**src/rtl/register_bank_ctx.sv**
```systemverilog
// Multi-entry register bank with one shadow bank. It has two combinational read ports and one write port.
// A handshaked engine copies one entry per cycle between the main bank and the shadow bank.
module register_bank_ctx #(
  parameter int WIDTH    = 8,
  parameter int DEPTH    = 8,
  parameter int ZERO_REG = 1
) (
  input  logic                                        clk,
  input  logic                                        rst,
  input  logic                                        wr_en,
  input  logic [((DEPTH > 1) ? $clog2(DEPTH) : 1)-1:0] wr_addr,
  input  logic [WIDTH-1:0]                            wr_data,
  input  logic                                        clr,
  input  logic [((DEPTH > 1) ? $clog2(DEPTH) : 1)-1:0] rd_addr_a,
  output logic [WIDTH-1:0]                            rd_data_a,
  input  logic [((DEPTH > 1) ? $clog2(DEPTH) : 1)-1:0] rd_addr_b,
  output logic [WIDTH-1:0]                            rd_data_b,
  input  logic                                        ctx_req,
  input  logic                                        ctx_op,
  output logic                                        ctx_busy,
  output logic                                        ctx_done
);

  localparam int              AW      = (DEPTH > 1) ? $clog2(DEPTH) : 1;
  localparam logic [AW:0]     DEPTH_L = (AW+1)'(DEPTH);
  localparam logic [AW-1:0]   LAST    = AW'(DEPTH - 1);

  typedef enum logic [1:0] {
    S_IDLE = 2'd0,
    S_COPY = 2'd1,
    S_DONE = 2'd2
  } state_t;

  state_t            state_q, state_d;
  logic [AW-1:0]     idx_q, idx_d;
  logic              op_q, op_d;
  logic [WIDTH-1:0]  main_q   [DEPTH];
  logic [WIDTH-1:0]  main_d   [DEPTH];
  logic [WIDTH-1:0]  shadow_q [DEPTH];
  logic [WIDTH-1:0]  shadow_d [DEPTH];
  logic              wr_ok;
  logic              bypass;

  // An address is writable if it lies in range and is not the hard-wired zero entry.
  // Reads return 0 for exactly the addresses that are not writable.
  function automatic logic writable(input logic [AW-1:0] a);
    return ({1'b0, a} < DEPTH_L) && !((ZERO_REG != 0) && (a == '0));
  endfunction

  assign wr_ok  = wr_en && writable(wr_addr);
  assign bypass = (state_q == S_IDLE) && wr_ok && !clr;

  always_comb begin
    rd_data_a = '0;
    if (writable(rd_addr_a)) begin
      rd_data_a = (bypass && (rd_addr_a == wr_addr)) ? wr_data : main_q[rd_addr_a];
    end
  end

  always_comb begin
    rd_data_b = '0;
    if (writable(rd_addr_b)) begin
      rd_data_b = (bypass && (rd_addr_b == wr_addr)) ? wr_data : main_q[rd_addr_b];
    end
  end

  assign ctx_busy = (state_q == S_COPY);
  assign ctx_done = (state_q == S_DONE);

  always_comb begin
    state_d = state_q;
    idx_d   = idx_q;
    op_d    = op_q;
    case (state_q)
      S_IDLE: begin
        if (ctx_req) begin
          state_d = S_COPY;
          idx_d   = '0;
          op_d    = ctx_op;
        end
      end
      S_COPY: begin
        if (idx_q == LAST) begin
          state_d = S_DONE;
        end else begin
          idx_d = idx_q + 1'b1;
        end
      end
      S_DONE:  state_d = S_IDLE;
      default: state_d = S_IDLE;
    endcase
  end

  // Host write or clear happens only in IDLE. The copy engine owns the bank while it is busy.
  always_comb begin
    main_d   = main_q;
    shadow_d = shadow_q;
    case (state_q)
      S_IDLE: begin
        if (clr) begin
          for (int i = 0; i < DEPTH; i++) main_d[i] = '0;
        end else if (wr_ok) begin
          main_d[wr_addr] = wr_data;
        end
      end
      S_COPY: begin
        if (!op_q) begin
          shadow_d[idx_q] = main_q[idx_q];
        end else if (writable(idx_q)) begin
          main_d[idx_q] = shadow_q[idx_q];
        end
      end
      default: ;
    endcase
  end

  always_ff @(posedge clk or negedge rst) begin
    if (!rst) begin
      state_q <= S_IDLE;
      idx_q   <= '0;
      op_q    <= 1'b0;
      for (int i = 0; i < DEPTH; i++) begin
        main_q[i]   <= '0;
        shadow_q[i] <= '0;
      end
    end else begin
      state_q  <= state_d;
      idx_q    <= idx_d;
      op_q     <= op_d;
      main_q   <= main_d;
      shadow_q <= shadow_d;
    end
  end

endmodule

```
**config.mk**
```make
export PLATFORM = sky130hd
export DESIGN_NAME = register_bank_ctx
export DESIGN_NICKNAME = d
export VERILOG_FILES = /design/src/rtl/register_bank_ctx.sv
export SDC_FILE = /design/constraint.sdc
export NUM_CORES = 1
export LEC_CHECK = 0
export BUFFER_PORTS_ARGS = -buffer_cell sky130_fd_sc_hd__buf_2
export CORE_UTILIZATION = 64
export CTS_BUF_LIST = sky130_fd_sc_hd__clkbuf_4
export CTS_CLUSTER_DIAMETER = 30
export DETAILED_ROUTE_END_ITERATION = 10
export PLACE_DENSITY = 0.79
export REMOVE_ABC_BUFFERS = 1
export SYNTH_ARGS = -nofsm -noshare
export SYNTH_HDL_FRONTEND = slang
export SYNTH_SLANG_ARGS = --single-unit
```
**constraint.sdc**
```tcl
create_clock -name clk -period 4.18 [get_ports clk]
set_clock_uncertainty 0.15 [all_clocks]
set_input_delay 0.418 -clock clk [delete_from_list [all_inputs] [get_ports clk]]
set_output_delay 0.418 -clock clk [all_outputs]
set_load 0.005 [all_outputs]
```
==> results.sh, run 1 <==
export IMPL_status="finished, final reports clean"
export IMPL_drc_errors=0
export IMPL_finalInstanceArea_um2=9040
export IMPL_power_density_nw_per_um2=667
export IMPL_yosysWarnings=0
export IMPL_post_route_util=0.710
export IMPL_grt_start_max_net_pins=86
export IMPL_synth_simple_area_share=0.0995
export IMPL_slew_violations=0
export IMPL_post_dp_cell_area_um2=8740
export IMPL_synthToLayoutAreaGrowth_pct=7.79
export IMPL_crit_type="flop to output port"
export IMPL_stdcell_count=950
export IMPL_worstPathRequired_ps=3610
export IMPL_fp_dieH_um=116
export IMPL_gp_congestion=1.00
export IMPL_core_area_um2=12700
export IMPL_crit_fanout=18
export IMPL_critPathArrivalTime_ps=3050
export IMPL_seq_area_um2=3360
export IMPL_synth_compound_area_frac=0.188
export IMPL_post_dp_hpwl_um=20400
export IMPL_cts_buffers=17
export IMPL_synthFlopType="dfrtp_1"
export IMPL_synth_top_family_by_area="multiplexers"
export IMPL_n_antenna_cell=0
export IMPL_setup_tns_ps=0
export IMPL_crit_path_end_kind="output port"
export IMPL_clock_path_buffers=2
export IMPL_ctsHoldBuffers=2
export IMPL_critPathLaunch="state_q[0]$_DFFE_PN0P_"
export IMPL_layout_drive_gt1_share=0.303
export IMPL_nNetsFinal=791
export IMPL_vias_per_cell=7.67
export IMPL_worstHoldPathType="primary input to flop"
export IMPL_grt_use_total=0.462
export IMPL_dr_total_vias=7284
export IMPL_drt_iter0_drc=1178
export IMPL_io_buffer_count=40
export IMPL_multi_input_area_um2=4760
export IMPL_synth_area_um2=8390
export IMPL_reg2reg_depth=5
export IMPL_total_power_uw=6030
export IMPL_postSynthAreaPerCell_um2=11.4
export IMPL_synth_xor_area_share=0.00627
export IMPL_muxShareOfSynthArea=0.268
export IMPL_fmax_mhz=277
export IMPL_placedCellCount=916
export IMPL_grt_pass1_vias=6934
export IMPL_period_minus_slack_ps=3620
export IMPL_fp_row_count=41
export IMPL_relSlewSlack=0.217
export IMPL_synthCells=737
export IMPL_reg2reg_slack_ps=1000
export IMPL_die_width_um=116
export IMPL_yosys_area_share_adder=0.00448
export IMPL_clock_latency_ps=580
export IMPL_wl_um=29500
export IMPL_synth_edf_count=0
export IMPL_htree_num_levels=4
export IMPL_synth_async_reset_ratio=1.00
export IMPL_design_die_area_um2=13600
export IMPL_setup_violations=0
export IMPL_detail_route_antenna_nets=0
export IMPL_post_route_period_util=0.865
export IMPL_fillerInstances=977
export IMPL_root_buffer="clkbuf_4"
export IMPL_wl_per_cell_um=31.1
export IMPL_antenna_found_initial=0
export IMPL_cp_endpoint="rd_data_b[7]"
export IMPL_worstReg2RegStart="idx_q[1]$_DFFE_PN0P_"
export IMPL_leakage_uw=0.00401
export IMPL_cts_resized=0
export IMPL_grt_pass1_wl_um=43300
export IMPL_initial_utilization=0.659
export IMPL_synth_cell_types=53
export IMPL_ys_ff_latch=134
export IMPL_cts_tree="done"
export IMPL_post_cts_setup_buffer_count=0
export IMPL_cts_sinks=134
export IMPL_r2r_end="main_q[60]$_DFFE_PN0P_"
export IMPL_dr_pass1_iters=7
export IMPL_rsz0062_at_grt="no"
export IMPL_ir_worst_vdd_uv=371
export IMPL_gr_total_overflow=0
export IMPL_hold_viol=0
export IMPL_drv_cap=0
export IMPL_cp_start_kind="flop"
export IMPL_yosysSeqAreaShare=0.400
export IMPL_clk_pin_slew_ps=120
export IMPL_boundaryPins=41
export IMPL_worst_slew_pin_slew_ps=1170
## state kept, by name, indices dropped and copies added, names as in the netlist
signal,flops
main_q,64
shadow_q,64
idx_q,3
state_q,2
op_q,1
## worst min-delay path by stage
stage | start | to | slack [ps] | cells after the start
2_1_floorplan | rst | idx_q[0]$_DFFE_PN0P_ | -30 | 0
3_3_place_gp | shadow_q[45]$_DFFE_PN0P_ | shadow_q[45]$_DFFE_PN0P_ | 350 | 2
4_1_cts | ctx_req | op_q$_DFFE_PN0P_ | 3 | 3
6_report | ctx_req | op_q$_DFFE_PN0P_ | 10 | 3
3_5_place_dp | shadow_q[44]$_DFFE_PN0P_ | shadow_q[44]$_DFFE_PN0P_ | 350 | 2
5_1_grt | ctx_req | op_q$_DFFE_PN0P_ | 10 | 3
## kinds of logic after synthesis
| logic type | Yosys count |
|---|---|
| muxes | 153 |
| AOI/OAI and AO/OA | 206 |
| adders and majority gates | 3 |
| buffers and inverters | 64 |
| xor gates and xnor gates | 6 |
| DFF | 134 |
| and+or+nand+nor | 171 |
## per-layer routing
layer | wire (µm) | up-vias | global-route usage
li1 | - | 2895 | -
met1 | 10600 | 3546 | 0.627
met2 | 12100 | 688 | 0.631
met3 | 4820 | 151 | 0.180
met4 | 1850 | 4 | 0.258
met5 | 72 | - | 0.0333
## placed cells by master, fill, tap and decap left out, types with 4 or more instances in the layout
cell	synthesis	routed
a211oi_4	6	6
a21oi_1	26	26
a221o_1	4	4
a221oi_1	5	5
a22o_1	49	49
a31oi_1	7	7
a32o_1	8	8
and2_1	4	4
and3b_1	4	4
buf_2	18	39
buf_4	5	23
clkbuf_4	0	18
dfrtp_1	134	132
inv_1	7	7
inv_6	0	5
mux2_2	74	74
mux2i_1	29	29
mux4_2	50	50
nand2_1	74	74
nand2b_1	5	5
nand3_1	5	5
nor2_1	40	40
nor2b_1	6	6
nor3_1	6	5
nor3b_1	10	10
o211a_1	16	16
o21ai_0	55	55
o22ai_1	4	4
o32a_1	6	6
xnor2_1	6	6
## layout make-up
cell class | instances | share of cell area
Clock buffer | 18 | 0.0150
Clock inverter | 14 | 0.0163
Tap cell | 172 | 0.0238
Timing Repair Buffer | 65 | 0.0442
Sequential cell | 134 | 0.371
Multi-Input combinational cell | 539 | 0.526
Inverter | 8 | 0.00332
## stage by stage
step	setup WS [ps]	hold WS (ps)
after global placement	1080	346
after detailed placement	1010	353
after CTS	657	2.54
final	564	14.0
after floorplan	515	-27.6
after global routing	505	10.6
## Yosys cell counts, types with 3 or more instances
cell type	count	area share
nor3b_1	10	0.0090
and3b_1	4	0.0042
nand2_1	74	0.033
nor2b_1	6	0.0045
buf_1	5	0.0022
a211o_1	3	0.0031
buf_4	5	0.0045
a22oi_1	3	0.0027
nand3_1	5	0.0030
o211a_1	16	0.019
inv_1	7	0.0031
nand2b_1	5	0.0037
a221o_1	4	0.0048
mux4_2	50	0.13
a21oi_1	26	0.016
nand3b_1	3	0.0027
or2_2	3	0.0022
ha_1	3	0.0045
mux2i_1	29	0.035
and2_1	4	0.0030
a211oi_4	6	0.014
a31oi_1	7	0.0052
o22ai_1	4	0.0030
dfrtp_1	134	0.40
a32o_1	8	0.0095
a221oi_1	5	0.0052
or3_1	3	0.0022
o32a_1	6	0.0072
xnor2_1	6	0.0063
a22o_1	49	0.051
clkbuf_1	28	0.013
nor2_1	40	0.018
nor3_1	6	0.0036
buf_2	18	0.011
mux2_2	74	0.099
o21ai_0	55	0.033
## power by group
| group | switching, µW | total, µW | internal, µW |
|---|---|---|---|
| sequential | 576 | 2270 | 1690 |
| combinational | 1660 | 2860 | 1200 |
| clock | 534 | 902 | 368 |
## worst max-delay path, cell delays in order (launching register included)
cell and delay (ps):
dfrtp_1 570, nor3_1 340, nand2b_1 490, or2_2 640, o211a_1 280, buf_2 140
No activity file was read; power rests on OpenSTA's default activity.
==> run 2, diff against run 1 <==
--- a/config.mk
+++ b/config.mk
@@ -6,11 +6,11 @@
 export NUM_CORES = 1
 export LEC_CHECK = 0
 export BUFFER_PORTS_ARGS = -buffer_cell sky130_fd_sc_hd__buf_2
-export CORE_UTILIZATION = 64
+export CORE_UTILIZATION = 40
 export CTS_BUF_LIST = sky130_fd_sc_hd__clkbuf_4
 export CTS_CLUSTER_DIAMETER = 30
 export DETAILED_ROUTE_END_ITERATION = 10
-export PLACE_DENSITY = 0.79
+export PLACE_DENSITY = 0.52
 export REMOVE_ABC_BUFFERS = 1
 export SYNTH_ARGS = -nofsm -noshare
 export SYNTH_HDL_FRONTEND = slang
==> run 2 against run 1 <==
Sequential power is 4% lower. Register-to-register slack gained 70 ps. First-iteration DRC count is 29% lower. Clock power increased by 18%. Maximum frequency fell by 1.4%. Core utilization shrank 26 points. Sequential share of layout area is 0.88 points lower. Combinational power rose by 3%. Flip-flop and latch count stayed put. Global-route usage down 15 points. Critical endpoint is now rd_data_b[3]. Highest routed layer is now met4.
==> results.sh, run 2 (synthesis gave the netlist of run 1 again) <==
export IMPL_wl_per_cell_um=30.9
export IMPL_setup_tns_ps=0
export IMPL_grt_use_met2=0.471
export IMPL_post_route_period_util=0.878
export IMPL_grt_most_used_layer="met2"
export IMPL_ctsHoldBuffers=2
export IMPL_dr_pass1_iters=6
export IMPL_grt_pass1_wl_um=48200
export IMPL_fmax_mhz=273
export IMPL_synthToLayoutAreaGrowth_pct=10.4
export IMPL_cp_start_kind="flop"
export IMPL_vias_per_cell=6.79
export IMPL_fp_row_count=52
export IMPL_critPathArrivalTime_ps=3100
export IMPL_grt_pass1_vias=6997
export IMPL_dr_total_vias=7147
export IMPL_hold_viol=0
export IMPL_gp_congestion=0.927
export IMPL_clk_pin_slew_ps=130
export IMPL_critical_path_top_delay_family="simple AND/OR/NAND/NOR gates"
export IMPL_worst_slew_pin_slew_ps=1250
export IMPL_rsz0062_at_grt="no"
export IMPL_drv_cap=0
export IMPL_drt_iter0_drc=840
export IMPL_layout_drive_gt1_share=0.310
export IMPL_worstPathRequired_ps=3610
export IMPL_fp_dieH_um=147
export IMPL_worstHoldPathType="primary input to flop"
export IMPL_grt_use_total=0.314
export IMPL_reg2reg_slack_ps=1070
export IMPL_antenna_found_initial=1
export IMPL_top_regs="main_q x64, shadow_q x64, idx_q x3"
export IMPL_multi_input_area_um2=4760
export IMPL_post_route_util=0.455
export IMPL_crit_type="flop to output port"
export IMPL_post_dp_hpwl_um=21500
export IMPL_gr_total_overflow=0
export IMPL_crit_fanout=18
export IMPL_post_cts_setup_buffer_count=0
export IMPL_crit_path_end_kind="output port"
export IMPL_seq_area_um2=3360
export IMPL_ir_worst_vdd_uv=308
export IMPL_clock_latency_ps=590
export IMPL_boundaryPins=41
export IMPL_slew_violations=0
export IMPL_cts_tree="done"
export IMPL_core_area_um2=20400
export IMPL_relSlewSlack=0.167
export IMPL_cts_resized=0
export IMPL_wl_um=32500
export IMPL_slowest_delay_ps=670
export IMPL_nNetsFinal=794
export IMPL_drc_errors=0
export IMPL_die_width_um=147
export IMPL_final_cell_mix="dfrtp_1, nand2_1, mux2_2"
export IMPL_placedCellCount=1017
export IMPL_leakage_uw=0.00406
export IMPL_grt_use_met3=0.0898
export IMPL_crit_chain="nor3_1 > nand2b_1 > or2_2 > o211a_1 > buf_2"
export IMPL_power_density_nw_per_um2=669
export IMPL_detail_route_antenna_nets=0
export IMPL_cts_sinks=134
export IMPL_io_buffer_count=40
export IMPL_critPathSlowestCell="or2_2"
export IMPL_grtUsageMet1=0.422
export IMPL_cts_buffers=17
export IMPL_final_common_cell="dfrtp_1"
export IMPL_design_die_area_um2=21500
export IMPL_htree_num_levels=4
export IMPL_root_buffer="clkbuf_4"
export IMPL_status="finished, final reports clean"
export IMPL_clock_path_buffers=2
export IMPL_stdcell_count=1052
export IMPL_critPathBufInv=1
export IMPL_setup_violations=0
export IMPL_initial_utilization=0.412
export IMPL_period_minus_slack_ps=3670
export IMPL_fillerInstances=1905
export IMPL_grt_start_max_net_pins=72
## run 2: stage by stage
stage / hold WS (ps) / cell area [µm²] / worst slack, ps / power (µW)
global placement: 344 / 8900 / 929 / 5040
global route: 2.70 / 9260 / 421 / 6480
floorplan: -27.6 / 8130 / 515 / 3890
detailed placement: 350 / 8900 / 895 / 5080
CTS: 2.71 / 9260 / 587 / 6130
finish: 19.3 / 9260 / 511 / 6200
## run 2: cell type report
type	count	area share
antenna	1	0.000270
clock buffer	19	0.0154
clock inverter	13	0.0209
inverter	8	0.00324
multi-input combinational	539	0.514
sequential	134	0.362
tap	270	0.0365
timing repair buffer	68	0.0469
## run 2: path summary, 6_finish.rpt
path	from	end	cells past startpoint
max	state_q[0]$_DFFE_PN0P_	rd_data_b[3]	5
min	ctx_req	op_q$_DFFE_PN0P_	3
max reg2reg	idx_q[0]$_DFFE_PN0P_	main_q[54]$_DFFE_PN0P_	6
min reg2reg	shadow_q[13]$_DFFE_PN0P_	shadow_q[13]$_DFFE_PN0P_	2
max in group asynchronous	rst	main_q[27]$_DFFE_PN0P_	3
min in group asynchronous	rst	shadow_q[52]$_DFFE_PN0P_	2
## run 2: worst min-delay path: stages
cell and delay [ps]:
buf_2 110, nand2_1 60, mux2_2 140
## run 2: routing by layer
metal | up-vias | wire length [µm]
li1 | 2908 | -
met1 | 3630 | 13000
met2 | 514 | 14500
met3 | 95 | 3600
met4 | 0 | 1380
met5 | - | 0
## run 2: where the power goes
group	switching, µW	leakage (µW)	internal [µW]
Combinational	1730	0.00210	1210
Sequential	498	0.00178	1700
Clock	562	0.000184	498
==> run 3, diff against run 2 <==
==> constraint.sdc (replaced) <==
create_clock -name clk -period 4.18 [get_ports clk]
set_clock_uncertainty 0.15 [all_clocks]
set_input_delay 0.209 -clock clk [delete_from_list [all_inputs] [get_ports clk]]
set_output_delay 0.209 -clock clk [all_outputs]
set_load 0.005 [all_outputs]
==> run 3 against run 2 <==
Final cell count up 0.29%. Sequential power about the same. Maximum frequency grew 9.6%. Count of clock-buffer cells in the layout rose by 2. Design area down 0.57%. Flip-flop and latch count is the same. Largest cell class unchanged. Largest power group unchanged.
==> results.sh, run 3 (synthesis gave the netlist of run 1 again) <==
export IMPL_rsz0062_at_grt="no"
export IMPL_clock_latency_ps=560
export IMPL_dr_pass1_iters=5
export IMPL_cts_buffers=17
export IMPL_gr_total_overflow=0
export IMPL_worstPathRequired_ps=3820
export IMPL_critPathArrivalTime_ps=2990
export IMPL_drc_errors=0
export IMPL_ctsHoldBuffers=5
export IMPL_clock_path_buffers=2
export IMPL_grt_pass1_wl_um=46800
export IMPL_setup_violations=0
export IMPL_worstHoldPathType="primary input to flop"
export IMPL_final_cell_mix="dfrtp_1, nand2_1, mux2_2"
export IMPL_r2r_end="main_q[33]$_DFFE_PN0P_"
export IMPL_worst_slew_pin_slew_ps=1240
export IMPL_post_route_period_util=0.801
export IMPL_slew_violations=0
export IMPL_period_minus_slack_ps=3350
export IMPL_vias_per_cell=6.60
export IMPL_grt_pass1_vias=6912
export IMPL_drt_iter0_drc=796
export IMPL_setup_tns_ps=0
export IMPL_setup_slack_ps=832
export IMPL_htree_num_levels=4
export IMPL_hold_end="main_q[46]$_DFFE_PN0P_"
export IMPL_power_density_nw_per_um2=652
export IMPL_gp_congestion=0.963
export IMPL_leakage_uw=0.00404
export IMPL_wl_um=31700
export IMPL_reg2reg_depth=5
export IMPL_relSlewSlack=0.171
export IMPL_clk_pin_slew_ps=110
export IMPL_boundaryPins=41
export IMPL_cts_sinks=134
export IMPL_synthToLayoutAreaGrowth_pct=9.77
export IMPL_status="finished, final reports clean"
export IMPL_nNetsFinal=797
export IMPL_cts_resized=0
export IMPL_layout_drive_gt1_share=0.306
export IMPL_detail_route_antenna_nets=0
export IMPL_grt_use_total=0.304
export IMPL_cp_start_kind="flop"
export IMPL_antenna_found_initial=1
export IMPL_die_width_um=147
export IMPL_cts_tree="done"
export IMPL_initial_utilization=0.412
export IMPL_hold_viol=0
export IMPL_dr_total_vias=6963
export IMPL_fp_row_count=52
export IMPL_crit_type="flop to output port"
export IMPL_crit_fanout=18
export IMPL_reg2reg_slack_ps=920
export IMPL_grt_start_max_net_pins=72
export IMPL_top_regs="main_q x64, shadow_q x64, idx_q x3"
export IMPL_post_cts_setup_buffer_count=0
export IMPL_ir_worst_vdd_uv=230
export IMPL_fillerInstances=1917
export IMPL_post_dp_hpwl_um=21500
export IMPL_drv_cap=0
export IMPL_fmax_mhz=299
export IMPL_hold_start="wr_data[6]"
export IMPL_final_common_cell="dfrtp_1"
export IMPL_worstReg2RegStart="state_q[1]$_DFFE_PN0P_"
export IMPL_fp_dieH_um=147
export IMPL_core_area_um2=20400
export IMPL_crit_path_end_kind="output port"
export IMPL_whs_path_depth=3
export IMPL_design_die_area_um2=21500
export IMPL_wl_per_cell_um=30.0
export IMPL_io_buffer_count=40
export IMPL_post_place_ws_ps=1060
export IMPL_root_buffer="clkbuf_4"
run 3: worst max-delay path by stage:
stage / start / endpoint / slack (ps) / depth (start not counted)
after floorplan: idx_q[1]$_DFFE_PN0P_ / main_q[10]$_DFFE_PN0P_ / 520 / 5
after global placement: state_q[1]$_DFFE_PN0P_ / main_q[33]$_DFFE_PN0P_ / 1060 / 5
after detailed placement: state_q[1]$_DFFE_PN0P_ / main_q[0]$_DFFE_PN0P_ / 1060 / 5
after CTS: state_q[0]$_DFFE_PN0P_ / rd_data_b[6] / 880 / 5
after global routing: state_q[0]$_DFFE_PN0P_ / rd_data_b[6] / 740 / 5
final: state_q[0]$_DFFE_PN0P_ / rd_data_b[6] / 830 / 5
run 3: final cells by class:
type,instances,area (µm²),area share
multi-input cells,539,4760,0.517
flip-flops and latches,134,3360,0.365
clock buffers,21,158,0.0171
diodes,1,2.50,0.000272
clock inverters,11,109,0.0118
repair buffers,71,452,0.0491
inverters,8,30.0,0.00326
well taps,270,338,0.0367
run 3: worst max-delay path, cell delays in order (launching register included):
cell,delay (ps)
dfrtp_1,530
nor3_1,330
nand2b_1,530
or2_2,650
o211a_1,270
buf_2,120
run 3: per-layer routing:
metal | routed length [µm] | up-vias | GRT usage
met5 | 0 | - | 0
met4 | 1570 | 0 | 0.154
met3 | 2980 | 82 | 0.0789
met2 | 14300 | 426 | 0.460
met1 | 12800 | 3541 | 0.403
li1 | - | 2914 | -
run 3: through the flow:
stage / util / hold WS (ps) / power, µW / cells / cell area [µm²]
final: 0.452 / 50.9 / 6000 / 1055 / 9210
after floorplan: - / -237 / 3890 / 681 / 8130
after global routing: 0.452 / 37.5 / 6290 / 1055 / 9210
after detailed placement: 0.436 / 137 / 5070 / 1017 / 8890
after global placement: 0.436 / 139 / 5040 / 1017 / 8890
after CTS: 0.452 / 29.2 / 5930 / 1054 / 9200
run 3: where the power goes:
group / internal (µW) / total (µW) / switching, µW / leakage (µW)
registers: 1700 / 2190 / 496 / 0.00178
clock network: 373 / 863 / 491 / 0.000152
logic: 1220 / 2940 / 1730 / 0.00210
total: 3280 / 6000 / 2720 / 0.00404
